## src/rtl/led_pkg.sv

```systemverilog
// led_pkg
//   Shared defaults and helpers for the LED fade driver.
//   - DEF_*      : default parameter values for the driver and its channels
//   - LEVEL_MAX  : full-brightness level for the default PWM width
//   - level_max  : full-brightness level for an arbitrary PWM width
//   - fdiv_width : counter width needed to count 0..n-1
package led_pkg;

    localparam int DEF_NUM_LEDS  = 8;
    localparam int DEF_PWM_BITS  = 8;
    localparam int DEF_FADE_DIV  = 50000;
    localparam int DEF_FADE_STEP = 16;

    localparam int LEVEL_MAX = (2 ** DEF_PWM_BITS) - 1;

    function automatic int level_max(input int pwm_bits);
        return (2 ** pwm_bits) - 1;
    endfunction

    function automatic int fdiv_width(input int n);
        return (n < 2) ? 1 : $clog2(n);
    endfunction

endpackage

```

## src/rtl/led_pwm_channel.sv

```systemverilog
// led_pwm_channel
//   One LED channel: brightness level with load/fade, master scaling,
//   per-period shadow latch and PWM comparator.
// Ports:
//   clock, reset          : clock and synchronous active-high reset
//   i_led                 : scanner bit for this LED (1 = lit)
//   i_fade_tick           : one-cycle strobe that decrements the level
//   i_latch               : last-count-of-period strobe, loads the shadow duty
//   i_pwm_cnt             : shared PWM counter
//   i_master_brightness   : global brightness scale
//   o_led                 : registered PWM drive for this LED
module led_pwm_channel
    import led_pkg::*;
#(
    parameter int PWM_BITS  = DEF_PWM_BITS,
    parameter int FADE_STEP = DEF_FADE_STEP
) (
    input  logic                clock,
    input  logic                reset,
    input  logic                i_led,
    input  logic                i_fade_tick,
    input  logic                i_latch,
    input  logic [PWM_BITS-1:0] i_pwm_cnt,
    input  logic [PWM_BITS-1:0] i_master_brightness,
    output logic                o_led
);

    localparam int                PW      = PWM_BITS;
    localparam logic [PW-1:0]     LVL_MAX = '1;
    localparam logic [PW-1:0]     STEP    = PW'(FADE_STEP);

    logic [PW-1:0] r_level_p0;
    logic [PW-1:0] r_shadow_p1;
    logic          r_led_p2;

    // Decrement that stops at zero instead of wrapping to a bright value.
    function automatic logic [PW-1:0] fade_sat(input logic [PW-1:0] lvl);
        return (lvl > STEP) ? (lvl - STEP) : '0;
    endfunction

    // level * (mb + 1) >> PW; the +1 makes mb = all-ones an exact pass-through.
    function automatic logic [PW-1:0] scale(input logic [PW-1:0] lvl,
                                            input logic [PW-1:0] mb);
        logic [2*PW:0] prod;
        prod = (2*PW+1)'(lvl) * ((2*PW+1)'(mb) + (2*PW+1)'(1));
        return prod[2*PW-1:PW];
    endfunction

    always_ff @(posedge clock) begin
        if (reset) begin
            r_level_p0  <= '0;
            r_shadow_p1 <= '0;
            r_led_p2    <= 1'b0;
        end else begin
            // stage p0: level, load has priority over fade
            if (i_led) begin
                r_level_p0 <= LVL_MAX;
            end else if (i_fade_tick) begin
                r_level_p0 <= fade_sat(r_level_p0);
            end

            // stage p1: duty only changes at a period boundary
            if (i_latch) begin
                r_shadow_p1 <= scale(r_level_p0, i_master_brightness);
            end

            // stage p2: comparator output to pin
            r_led_p2 <= (i_pwm_cnt < r_shadow_p1);
        end
    end

    assign o_led = r_led_p2;

endmodule

```

## src/rtl/led_fade_driver.sv

```systemverilog
// led_fade_driver
//   Turns the scanner's one-hot pattern into per-LED PWM with a fading tail.
//   Holds the shared fade divider and PWM counter; each LED is a
//   led_pwm_channel instance.
// Ports:
//   clock              : system clock
//   reset              : synchronous active-high reset
//   leds_in            : scanner pattern, bit high = LED lit
//   master_brightness  : global scale, all-ones = unscaled
//   led_out            : registered PWM drive to the pins
//   period_start       : pulse aligned with the led_out sample for count 0
module led_fade_driver
    import led_pkg::*;
#(
    parameter int NUM_LEDS  = DEF_NUM_LEDS,
    parameter int PWM_BITS  = DEF_PWM_BITS,
    parameter int FADE_DIV  = DEF_FADE_DIV,
    parameter int FADE_STEP = DEF_FADE_STEP
) (
    input  logic                clock,
    input  logic                reset,
    input  logic [NUM_LEDS-1:0] leds_in,
    input  logic [PWM_BITS-1:0] master_brightness,
    output logic [NUM_LEDS-1:0] led_out,
    output logic                period_start
);

    localparam int                  FDIV_W    = fdiv_width(FADE_DIV);
    localparam logic [FDIV_W-1:0]   FDIV_LAST = FDIV_W'(FADE_DIV - 1);
    // Period is LEVEL_MAX cycles so that a full-scale duty is always on.
    localparam logic [PWM_BITS-1:0] CNT_LAST  = PWM_BITS'(level_max(PWM_BITS) - 1);

    logic [FDIV_W-1:0]   r_fdiv;
    logic [PWM_BITS-1:0] r_pwm_cnt;
    logic                r_period_start;
    logic                w_fade_tick;
    logic                w_latch;
    logic [NUM_LEDS-1:0] w_led;

    assign w_fade_tick = (r_fdiv == FDIV_LAST);
    assign w_latch     = (r_pwm_cnt == CNT_LAST);

    always_ff @(posedge clock) begin
        if (reset) begin
            r_fdiv         <= '0;
            r_pwm_cnt      <= '0;
            r_period_start <= 1'b0;
        end else begin
            r_fdiv         <= w_fade_tick ? '0 : (r_fdiv + FDIV_W'(1));
            r_pwm_cnt      <= w_latch ? '0 : (r_pwm_cnt + PWM_BITS'(1));
            r_period_start <= (r_pwm_cnt == '0);
        end
    end

    for (genvar gi = 0; gi < NUM_LEDS; gi++) begin : g_ch
        led_pwm_channel #(
            .PWM_BITS  (PWM_BITS),
            .FADE_STEP (FADE_STEP)
        ) u_ch (
            .clock               (clock),
            .reset               (reset),
            .i_led               (leds_in[gi]),
            .i_fade_tick         (w_fade_tick),
            .i_latch             (w_latch),
            .i_pwm_cnt           (r_pwm_cnt),
            .i_master_brightness (master_brightness),
            .o_led               (w_led[gi])
        );
    end

    assign led_out      = w_led;
    assign period_start = r_period_start;

endmodule

```

## config.mk

```make
export PLATFORM = sky130hd
export DESIGN_NAME = led_fade_driver
export DESIGN_NICKNAME = d
export VERILOG_FILES = /design/src/rtl/led_pkg.sv /design/src/rtl/led_pwm_channel.sv /design/src/rtl/led_fade_driver.sv
export SDC_FILE = /design/constraint.sdc
export NUM_CORES = 1
export LEC_CHECK = 0
export CAP_MARGIN = 10
export CORE_ASPECT_RATIO = 1.1
export CORE_MARGIN = 2
export CORE_UTILIZATION = 50
export CTS_CLUSTER_DIAMETER = 100
export DETAILED_ROUTE_END_ITERATION = 6
export GPL_ROUTABILITY_DRIVEN = 0
export HOLD_SLACK_MARGIN = 0.1
export PLACE_DENSITY = 0.64
export SLEW_MARGIN = 0
export SYNTH_ARGS = -nofsm -noshare
export SYNTH_HDL_FRONTEND = slang
export SYNTH_SLANG_ARGS = --single-unit
export TNS_END_PERCENT = 30
```

## constraint.sdc

```tcl
create_clock -name clock -period 17.68 [get_ports clock]
set_clock_uncertainty 0.05 [all_clocks]
set_input_delay 5.304 -clock clock [delete_from_list [all_inputs] [get_ports clock]]
set_output_delay 5.304 -clock clock [all_outputs]
set_load 0.02 [all_outputs]
```

==> key figures <==
Detailed routing
  – WL final: 56200 µm
  – Initial DRT Pass Iterations: 5
  – Wirelength per Cell: between 15 and 20 µm
  – Initial DRC Count: between 700 and 800
  – Antenna Nets Post-Route: 0
  – Vias per inst: 5.40
  – DRC: 0
  – DR vias: between 15000 and 20000

STA
  – Final worst-path cycle share: around 64%
  – Fmax: a little under 90 MHz
  – Final hold violations: 0
  – Count of final max-slew check failures: 0
  – Worst slew margin: a little over two fifths
  – Unrepaired setup endpoints after global routing: false
  – Least-Margin Pin Slew: 0.850 ns
  – Final setup viols: 0
  – Final Critical Period: around 11 ns
  – Sum Neg Setup Slack: 0 ns

GRT
  – Gr usage total: between 20 and 25%
  – Initial antenna violation count: 1
  – Total grt overflow: 0
  – Pin count of the biggest net entering global routing: 56
  – Number of global-route vias before repair: around 18000
  – First-pass GRT wire length: between 90000 and 100000 µm

Critical path
  – Crit-path most repeated cell: fa_1
  – Crit. End Element: register
  – Cells along the critical path: clkdlybuf4s50_1, nand4_1, nor2_1, xor2_2, buf_4, nand2_1, fa_1, inv_1, fa_1, fa_1, inv_1, fa_1, inv_1, ha_1, a21o_1, a211o_1, a221oi_1, o41ai_1, xnor2_1, o22ai_1
  – Nature of the critical path startpoint: primary input
  – Largest stage delay on the critical path: around 0.67 ns
  – Slowest-stage cell, CP: clkdlybuf4s50_1
  – Crit path max fanout: 29
  – Data arrival, critical path: 11.69 ns
  – Worst endpoint required time: approximately 18 ns
  – Worst R2R Setup Slack: approximately 12 ns
  – Crit Path Category: in -> reg

Placement
  – Post-DP HPWL: ~41000 µm
  – Dpl cell area: about 24000 µm²
  – IO Port Bufs: 26

Final layout
  – Layout Nets: around 3300
  – P&R area growth vs syn: 6.32%
  – Share of cells above drive strength 1: 3.72%
  – Final cell area excluding filler cells: approximately 24000 µm²
  – Fill cells: between 4000 and 5000

Die
  – Top-level port count: 27
  – # rows: just over 80
  – Die Area: about 47000 µm²
  – Core ar.: around 45000 µm²
  – Initial core utilization: 50.5%
  – Die width: 208 µm
  – Die height: 228 µm

CTS
  – Clk root buf: clkbuf_16
  – CTS Buffer Depth: 2
  – CTS sink count: ~140
  – H-tree Lvls: 4
  – Skew-Pair Late Insertion Delay: 0.49 ns
  – Clock slew at reported path FFs: roughly 0.070 ns
  – Post-CTS Setup Bufs: 0
  – CTS tree: yes
  – CTS Buf Count: 17
  – Cts-stage hold buffer count: 0
  – Cts repair resizes: 0

Synthesis
  – Yosys top cell by area: fa_1
  – Synth Net Count: roughly 3400
  – Unique masters post-synth: 65
  – Synth Instances: around 2700
  – Async SR Flop Fraction: 0%
  – Seq cells post-synth: approximately 140
  – Avg Cell Area, Syn: around 8.5 µm²
  – Synth cell count leaders: 556 x inv_1, 365 x ha_1, 280 x fa_1
  – Most frequent cell after synthesis: inv_1
  – Post-synthesis compound-gate area fraction: between 10% and 20%
  – Mux cell area share after synthesis: less than 1%
  – Ys flop type: dfxtp_1
  – Post-Synth Simple-Gate Area: 15.9%
  – Mapped cell area: roughly 23000 µm²
  – Synth top area share: between 20% and 30%
  – Register area share after synthesis: 12.0%
  – Largest cells by area after synthesis: fa_1 24%, ha_1 20%, dfxtp_1 12%
  – Number of synthesized flops with an enable pin: 0
  – YS warnings: 0
  – Synth Area in XOR/XNOR: 5.01%
  – Main combinational cell family by area after synthesis: adder cells
  – Adder-cell share of the synthesized area: approximately 44%

Pwr
  – Static leakage: approximately 13 nW
  – Worst vdd ir: between 0.06 and 0.07 mV
  – Pwr dens: a little over 70 nW/µm²
  – Power Total: 1.75 mW

Outcome
  – Outcome: complete, no violations

Run
  – Max-cap violation count: 0

Hold path
  – Hold Path Class: reg -> reg
power by group:
part           internal, mW  switching, mW
combinational         0.434          0.589
clock                 0.226          0.164
sequential            0.318         0.0219
total                 0.979          0.774
cell type report:
class	count	area, µm²	share of cell area (%)
inverter	557	2090	8.59
antenna	1	2.50	0.0103
clock inverter	13	166	0.684
multi-input combinational	1882	17700	72.7
sequential	137	2740	11.3
timing repair buffer	54	463	1.90
clock buffer	19	443	1.82
tap	588	736	3.02
placed cells by master (no fill, tap or decap), drive strengths merged, types with 44 or more instances in the layout:
cell,count
ha,365
nand2,237
nor2,144
xor2,61
o21ai,44
dfxtp,137
xnor2,70
fa,280
inv,559
a211oi,44
a21oi,90
and2,118
a21o,45
cells by family after synthesis:
group / Yosys count
buffers and inverters: 672
flip-flops: 137
AND/OR/NAND/NOR: 723
XOR/XNOR: 131
adder cells (fa/ha/maj): 645
multiplexers: 7
AO/OA/AOI/OAI: 376
sequential cells by signal, indices dropped and copies added, names as in the netlist:
name	count
r_pwm_cnt	8
period_start	1
g_ch.u_ch.r_level_p0	40
g_ch.u_ch.o_led	8
g_ch.u_ch.r_shadow_p1	64
r_fdiv	16
path summary, 6_finish.rpt:
check,depth (start not counted),from,to
worst max-delay path,20,master_brightness[3],g_ch[6].u_ch.r_shadow_p1[7]
worst min-delay path,1,r_fdiv[0],r_fdiv[0]
worst max register to register,17,g_ch[7].u_ch.r_level_p0[2],g_ch[7].u_ch.r_shadow_p1[6]
worst min register to register,1,r_fdiv[0],r_fdiv[0]
critical path, delay by kind of cell:
kind            cells  cell delay, ns
fa+ha+maj           5            2.33
compound gates      5            1.16
buf+inv             5            1.23
simple gates        3            1.34
xor+xnor            2            0.30
per-layer routing:
metal  vias to the layer above  global-route usage (%)  wire length (µm)
met5                         -                       0                 0
met4                         0                    9.06              1770
met3                        94                    3.37              2110
met2                       314                    40.9             26300
met1                      8593                    32.2             26100
li1                       8562                       -                 -
through the flow:
stage	cells	hold WS, ns	setup WS [ns]	util, %
floorplan	2691	0.363	7.21	-
global placement	3218	0.370	5.97	52.3
detailed placement	3218	0.383	5.76	52.3
CTS	3250	0.392	6.29	53.6
global route	3250	0.420	5.94	53.6
finish	3251	0.392	6.30	53.6
Note: power is estimated with default switching activity, not from simulation.
==> edit 1, RTL diff (config.mk and constraints unchanged) <==
The package constant `DEF_NUM_LEDS` goes from 8 to 12.
--- a/src/rtl/led_pkg.sv
+++ b/src/rtl/led_pkg.sv
@@ -8,3 +8,3 @@
 
-    localparam int DEF_NUM_LEDS  = 8;
+    localparam int DEF_NUM_LEDS  = 12;
     localparam int DEF_PWM_BITS  = 8;
Ports: changed (resized led_out and leds_in); port bits go from 27 to 35. The function was not compared with the original's and may differ.
==> edit 1 against the unedited design <==
Area after synthesis rose by 47%. Worst setup slack got worse by 620 ps. Clock power rose by 2%. Combinational power rose by 49%. Synthesized cell count rose by 48%. Total power rose by 37%. Register-to-register slack improved by 30 ps. Routed wire length rose by 46%. Final area rose by 45%. Sequential cell count rose by 56. Critical path depth rose by 3. Global-route usage rose by 0.53 points.
==> edit 1: results (changes against the unedited design) <==
| Metric | Value |
|---|---|
| Proportion of layout cells with a drive suffix above 1 | 2.65% (-1.1 points) |
| Final nets | 4,868 (+47%) |
| Setup-failing EPs final | 0 (unchanged) |
| Sequential share of the synthesized area | 11.5% (-0.47 points) |
| Hold/Removal Path Class | reg -> reg |
| DR iter-0 viols | 1,677 (+120%) |
| Normalized max-slew margin | 22.6% (-21 points) |
| Top cells by area, synth | fa_1 25%, ha_1 20%, dfxtp_1 12%, inv_1 9.5%, nand2_1 3.9% |
| Leakage power | 18.1 nW (+44%) |
| # fillers | 6,300 (+47%) |
| Critical Path AT | 12,350 ps (+660 ps) |
| First-pass GRT wire length | 137,000 um (+49%) |
| Clk_lat worst skew | 520 ps (+30 ps) |
| TritonCTS Buffers | 17 (unchanged) |
| Commonest cells post-synth | 845 x inv_1, 543 x ha_1, 423 x fa_1 |
| Largest net degree at the start of global routing | 68 (+21%) |
| CP max stage delay | 730 ps (+60 ps) |
| Worst path slowest cell | xor2_2 |
| Number of port buffers | 34 (+31%) |
| DR pass1 iterations | 5 (unchanged) |
| GR Util All Layers | 25.0% (+0.53 points) |
| Peak VDD IR | 0.0797 mV (+16%) |
| Net Count, Synth | 4,963 (+48%) |
| Clock Tree Root | clkbuf_16 |
| Resized Gates After CTS | 0 (unchanged) |
| H-tree depth | 4 (unchanged) |
| Synth Flop Type | dfxtp_1 |
| Fraction of registers with async set or reset after synthesis | 0% (unchanged) |
| Status | complete, no violations |
| CTS max path bufs | 2 (unchanged) |
| Synth warn | 0 (unchanged) |
| Crit Path Max Fanout | 62 (+110%) |
| Top Registers | g_ch.u_ch.r_shadow_p1: 96 flops, g_ch.u_ch.r_level_p0: 60 flops, r_fdiv: 16 flops |
| Pre-CTS WS | 5250 ps (-510 ps) |
| Vias per inst | 5.46 (+1.0%) |
| Postcts setup bufs | 0 (unchanged) |
| Inserted Diodes | 0 (-1) |
| Vias in the first global route | 26,400 (+47%) |
| Routed len/inst | 17.2 um (-0.43%) |
| Antenna violations before repair | 3 (+2) |
| Post-DP HPWL | 59,700 um (+44%) |
| Flop-to-flop setup slack | 12,400 ps (+30 ps) |
| Post-synth cell types | 74 (+14%) |
| Period utilisation layout | 67.9% (+3.5 points) |
| Clock-pin slew on the worst setup and hold paths | 80 ps |
## edit 1: changes by cell type after synthesis, sizes merged, moves of 35 or more
cell and delta:
a21oi +35, and2 +52, fa +143, inv +289, nor3 +41, nand2 +110
ha +178, nor2 +91, clkbuf +42, dfxtp +56
## edit 1: metrics by stage
step	cells	area [um^2]	hold WS, ps
after floorplan	3975	33600	376
after global placement	4719	34600	390
after detailed placement	4719	34600	394
after CTS	4751	35200	404
after global routing	4751	35200	418
final	4751	35200	404
## edit 1: path summary, 6_finish.rpt
check | startpoint | endpoint | cells past startpoint
setup / recovery | master_brightness[0] | g_ch[11].u_ch.r_shadow_p1[7] | 23
hold / removal | g_ch[0].u_ch.r_shadow_p1[3] | g_ch[0].u_ch.r_shadow_p1[3] | 2
setup reg to reg | g_ch[8].u_ch.r_level_p0[2] | g_ch[8].u_ch.r_shadow_p1[7] | 17
hold reg to reg | g_ch[0].u_ch.r_shadow_p1[3] | g_ch[0].u_ch.r_shadow_p1[3] | 2
## edit 1: final cells by class
class,instances,area [um^2],share of cell area (%)
flip-flops and latches,193,3860,11.0
repair buffers,69,596,1.69
clock buffers,21,460,1.31
well taps,858,1070,3.05
inverters,845,3170,9.02
clock inverters,11,95.1,0.270
multi-input cells,2754,25900,73.7
## edit 1: logic make-up after synthesis
family,count (synthesis),synth area share [%]
DFF,193,11.5
xor gates and xnor gates,170,4.52
and+or+nand+nor,1094,16.1
buffers and inverters,1028,11.7
muxes,8,0.242
AOI/OAI and AO/OA,516,10.4
adders and majority gates,966,45.5
## edit 1: per-layer routing
metal | up-vias | track usage [%] | share of wire, %
li1 | 12500 | - | -
met2 | 602 | 41.8 | 46
met1 | 12700 | 34.2 | 46
met4 | 2 | 6.58 | 2.0
met3 | 112 | 3.19 | 5.6
met5 | - | 0 | 0.016
## edit 1: where the power goes
group / total, mW / switching, mW / leakage [nW] / internal [mW]
logic: 1.52 / 0.884 / 16.3 / 0.639
clock network: 0.398 / 0.207 / 0.263 / 0.191
registers: 0.482 / 0.0336 / 1.58 / 0.448
## edit 1: worst max-delay path: cells and delay by family
kind / cells / cell delay [ps]
AOI/OAI and AO/OA: 4 / 970
and+or+nand+nor: 5 / 1100
xor gates and xnor gates: 3 / 1120
adders and majority gates: 4 / 1720
buffers and inverters: 7 / 2080
==> edit 2, RTL diff (config.mk and constraints unchanged) <==
Made on the original files. Register the inputs `leds_in` and `master_brightness` before use, cleared by the reset. The logic sees them one clock later.
--- a/src/rtl/led_fade_driver.sv
+++ b/src/rtl/led_fade_driver.sv
@@ -32,2 +32,15 @@
 
+    logic [NUM_LEDS-1:0] leds_q;
+    logic [PWM_BITS-1:0] master_brightness_q;
+
+    always_ff @(posedge clock) begin
+        if (reset) begin
+            leds_q              <= '0;
+            master_brightness_q <= '0;
+        end else begin
+            leds_q              <= leds_in;
+            master_brightness_q <= master_brightness;
+        end
+    end
+
     logic [FDIV_W-1:0]   r_fdiv;
@@ -61,3 +74,3 @@
             .reset               (reset),
-            .i_led               (leds_in[gi]),
+            .i_led               (leds_q[gi]),
             .i_fade_tick         (w_fade_tick),
@@ -65,3 +78,3 @@
             .i_pwm_cnt           (r_pwm_cnt),
-            .i_master_brightness (master_brightness),
+            .i_master_brightness (master_brightness_q),
             .o_led               (w_led[gi])
Formal check against the unedited RTL: no difference found for any inputs over 10 cycles, from zero or initial values and one cycle with reset high; that may be too few to reach the edited logic, so the function may still have changed.
==> edit 2 against the unedited design <==
Worst setup slack improved by 3900 ps. Sequential cell count is 16 higher. Cell count rose by 1.7%. Maximum frequency increased by 52%. Area after synthesis rose by 1.9%. Routed wire length down 1.9%. Via count increased by 2.3%. First-iteration DRC count is 7.2% higher. Final area increased by 1.5%. Critical path type is now reg -> reg. Largest cell class unchanged.
Power is not compared: it rests on default switching activity, and its combinational part moved more than twofold at a synthesized area within 25%.
==> edit 2: results (changes against the unedited design) <==
| Metric | Value |
|---|---|
| Clk_lat worst skew | 460 ps (-30 ps) |
| Post-DP HPWL | 40,700 um (-1.9%) |
| Leakage power | 12.8 nW |
| DR pass1 iterations | 5 (unchanged) |
| Crit Path Max Fanout | 50 (+72%) |
| Status | complete, no violations |
| Endpoints failing hold | 0 (unchanged) |
| Vias | 18,000 (+2.3%) |
| Critical path type | reg -> reg |
| Net Count, Synth | 3,415 (+1.8%) |
| Resized Gates After CTS | 0 (unchanged) |
| Worst-Margin Slew | 1150 ps (+300 ps) |
| Synth Flop Type | dfxtp_1 |
| Proportion of layout cells with a drive suffix above 1 | 3.03% (-0.69 points) |
| Routed len/inst | 16.7 um (-3.5%) |
| CP Capture Point | g_ch[2].u_ch.r_shadow_p1[6] |
| Sequential share of the synthesized area | 13.1% (+1.1 points) |
| Area after DPL | 0.0241 mm^2 (+1.6%) |
| Reg2reg start | master_brightness_q[0] |
| # fillers | 4,333 (+1.4%) |
| H-tree depth | 4 (unchanged) |
| Top cells by area, synth | fa_1 24%, ha_1 20%, dfxtp_1 13%, inv_1 9.0%, nand2_1 3.6% |
| Worst Reg-to-Reg Cells | 20 (+3) |
| GR Util All Layers | 23.9% (-0.53 points) |
| Total Wirelength | 55,100 um (-1.9%) |
| Commonest cells post-synth | 557 x inv_1, 365 x ha_1, 280 x fa_1 |
| Critical Path AT | 7720 ps (-3970 ps) |
| Inserted Diodes | 0 (-1) |
| TNS Setup | 0 ps (unchanged) |
| Vias in the first global route | 18,600 (+3.3%) |
| Flop-to-flop setup slack | 10,210 ps (-2160 ps) |
| Post-synth cell types | 54 (-17%) |
| Largest net degree at the start of global routing | 84 (+50%) |
| DR iter-0 viols | 809 (+7.2%) |
| CTS max path bufs | 2 (unchanged) |
| First-pass GRT wire length | 92,400 um (+0.21%) |
| Antenna violations before repair | 0 (-1) |
| Synth warn | 0 (unchanged) |
==> edit 2: cell count changes in the layout (fill, tap and decap cells not counted), sizes merged, moves of 16 or more <==
cell / unedited run / this run
o21ai: 44 / 66
nor2: 144 / 166
nor2b: 14 / 31
dfxtp: 137 / 153
a31oi: 21 / 38
nor4b: 9 / 29
nand3: 26 / 53
==> edit 2: logic make-up (layout without fill, tap and decap cells) <==
kind of cell    count (synthesis)  count (layout)  share of synthesized area [%]
simple gates                  788             788                           17.3
buf+inv                       682             640                           11.2
fa+ha+maj                     645             645                           43.6
compound gates                345             345                           9.38
flops                         153             153                           13.1
xor+xnor                      137             137                           5.24
mux                             2               2                         0.0858
==> edit 2: critical path, stage by stage (launching register included) <==
cell and delay, ps:
dfxtp_2 310, buf_4 480, ha_1 380, nand3_1 740, nor2_1 550, xor2_4 210
buf_4 600, nand2_1 690, a21oi_1 330, ha_1 270, fa_1 550, inv_1 50
fa_1 480, inv_1 40, ha_1 330, o211ai_1 120, a211oi_1 370, o31ai_1 180
a31oi_1 250, xnor2_1 180, o22ai_1 110
==> edit 2: how the worst min path moves through the flow <==
stage	from	end	slack (ps)	cells past startpoint
CTS	r_fdiv[0]	r_fdiv[0]	400	1
global placement	r_fdiv[0]	r_fdiv[0]	380	1
finish	r_fdiv[0]	r_fdiv[0]	400	1
floorplan	r_fdiv[0]	r_fdiv[0]	360	1
detailed placement	r_fdiv[0]	r_fdiv[0]	390	1
global route	g_ch[4].u_ch.r_shadow_p1[2]	g_ch[4].u_ch.r_shadow_p1[2]	420	2
==> edit 2: routing by layer <==
layer  routed length, um  vias up  share of wire [%]  GRT usage [%]
met2               27000      366                 49           42.5
met3                2410       81                4.4           2.76
met1               24400     8828                 44           30.4
met4                1420        0                2.6           7.14
met5                   0        -                  0              0
li1                    -     8684                  -              -
==> edit 2: final cells by class <==
cell class	count	area share (%)
clock inverter	14	0.745
multi-input combinational	1917	71.8
timing repair buffer	51	1.80
clock buffer	17	1.72
sequential	153	12.4
tap	595	3.01
inverter	558	8.48
==> edit 2: metrics by stage <==
| stage | setup WS, ps | util (%) | instances |
|---|---|---|---|
| 6_report | 10210 | 53.3 | 3305 |
| 3_3_place_gp | 9890 | 52.0 | 3274 |
| 4_1_cts | 10250 | 53.3 | 3305 |
| 2_1_floorplan | 11080 | - | 2752 |
| 3_5_place_dp | 9820 | 52.0 | 3274 |
| 5_1_grt | 9870 | 53.3 | 3305 |
==> edit 2: power by group <==
part / internal [mW] / total, mW / switching [mW]
registers: 0.356 / 0.381 / 0.0245
logic: 0.157 / 0.387 / 0.230
clock network: 0.225 / 0.394 / 0.170
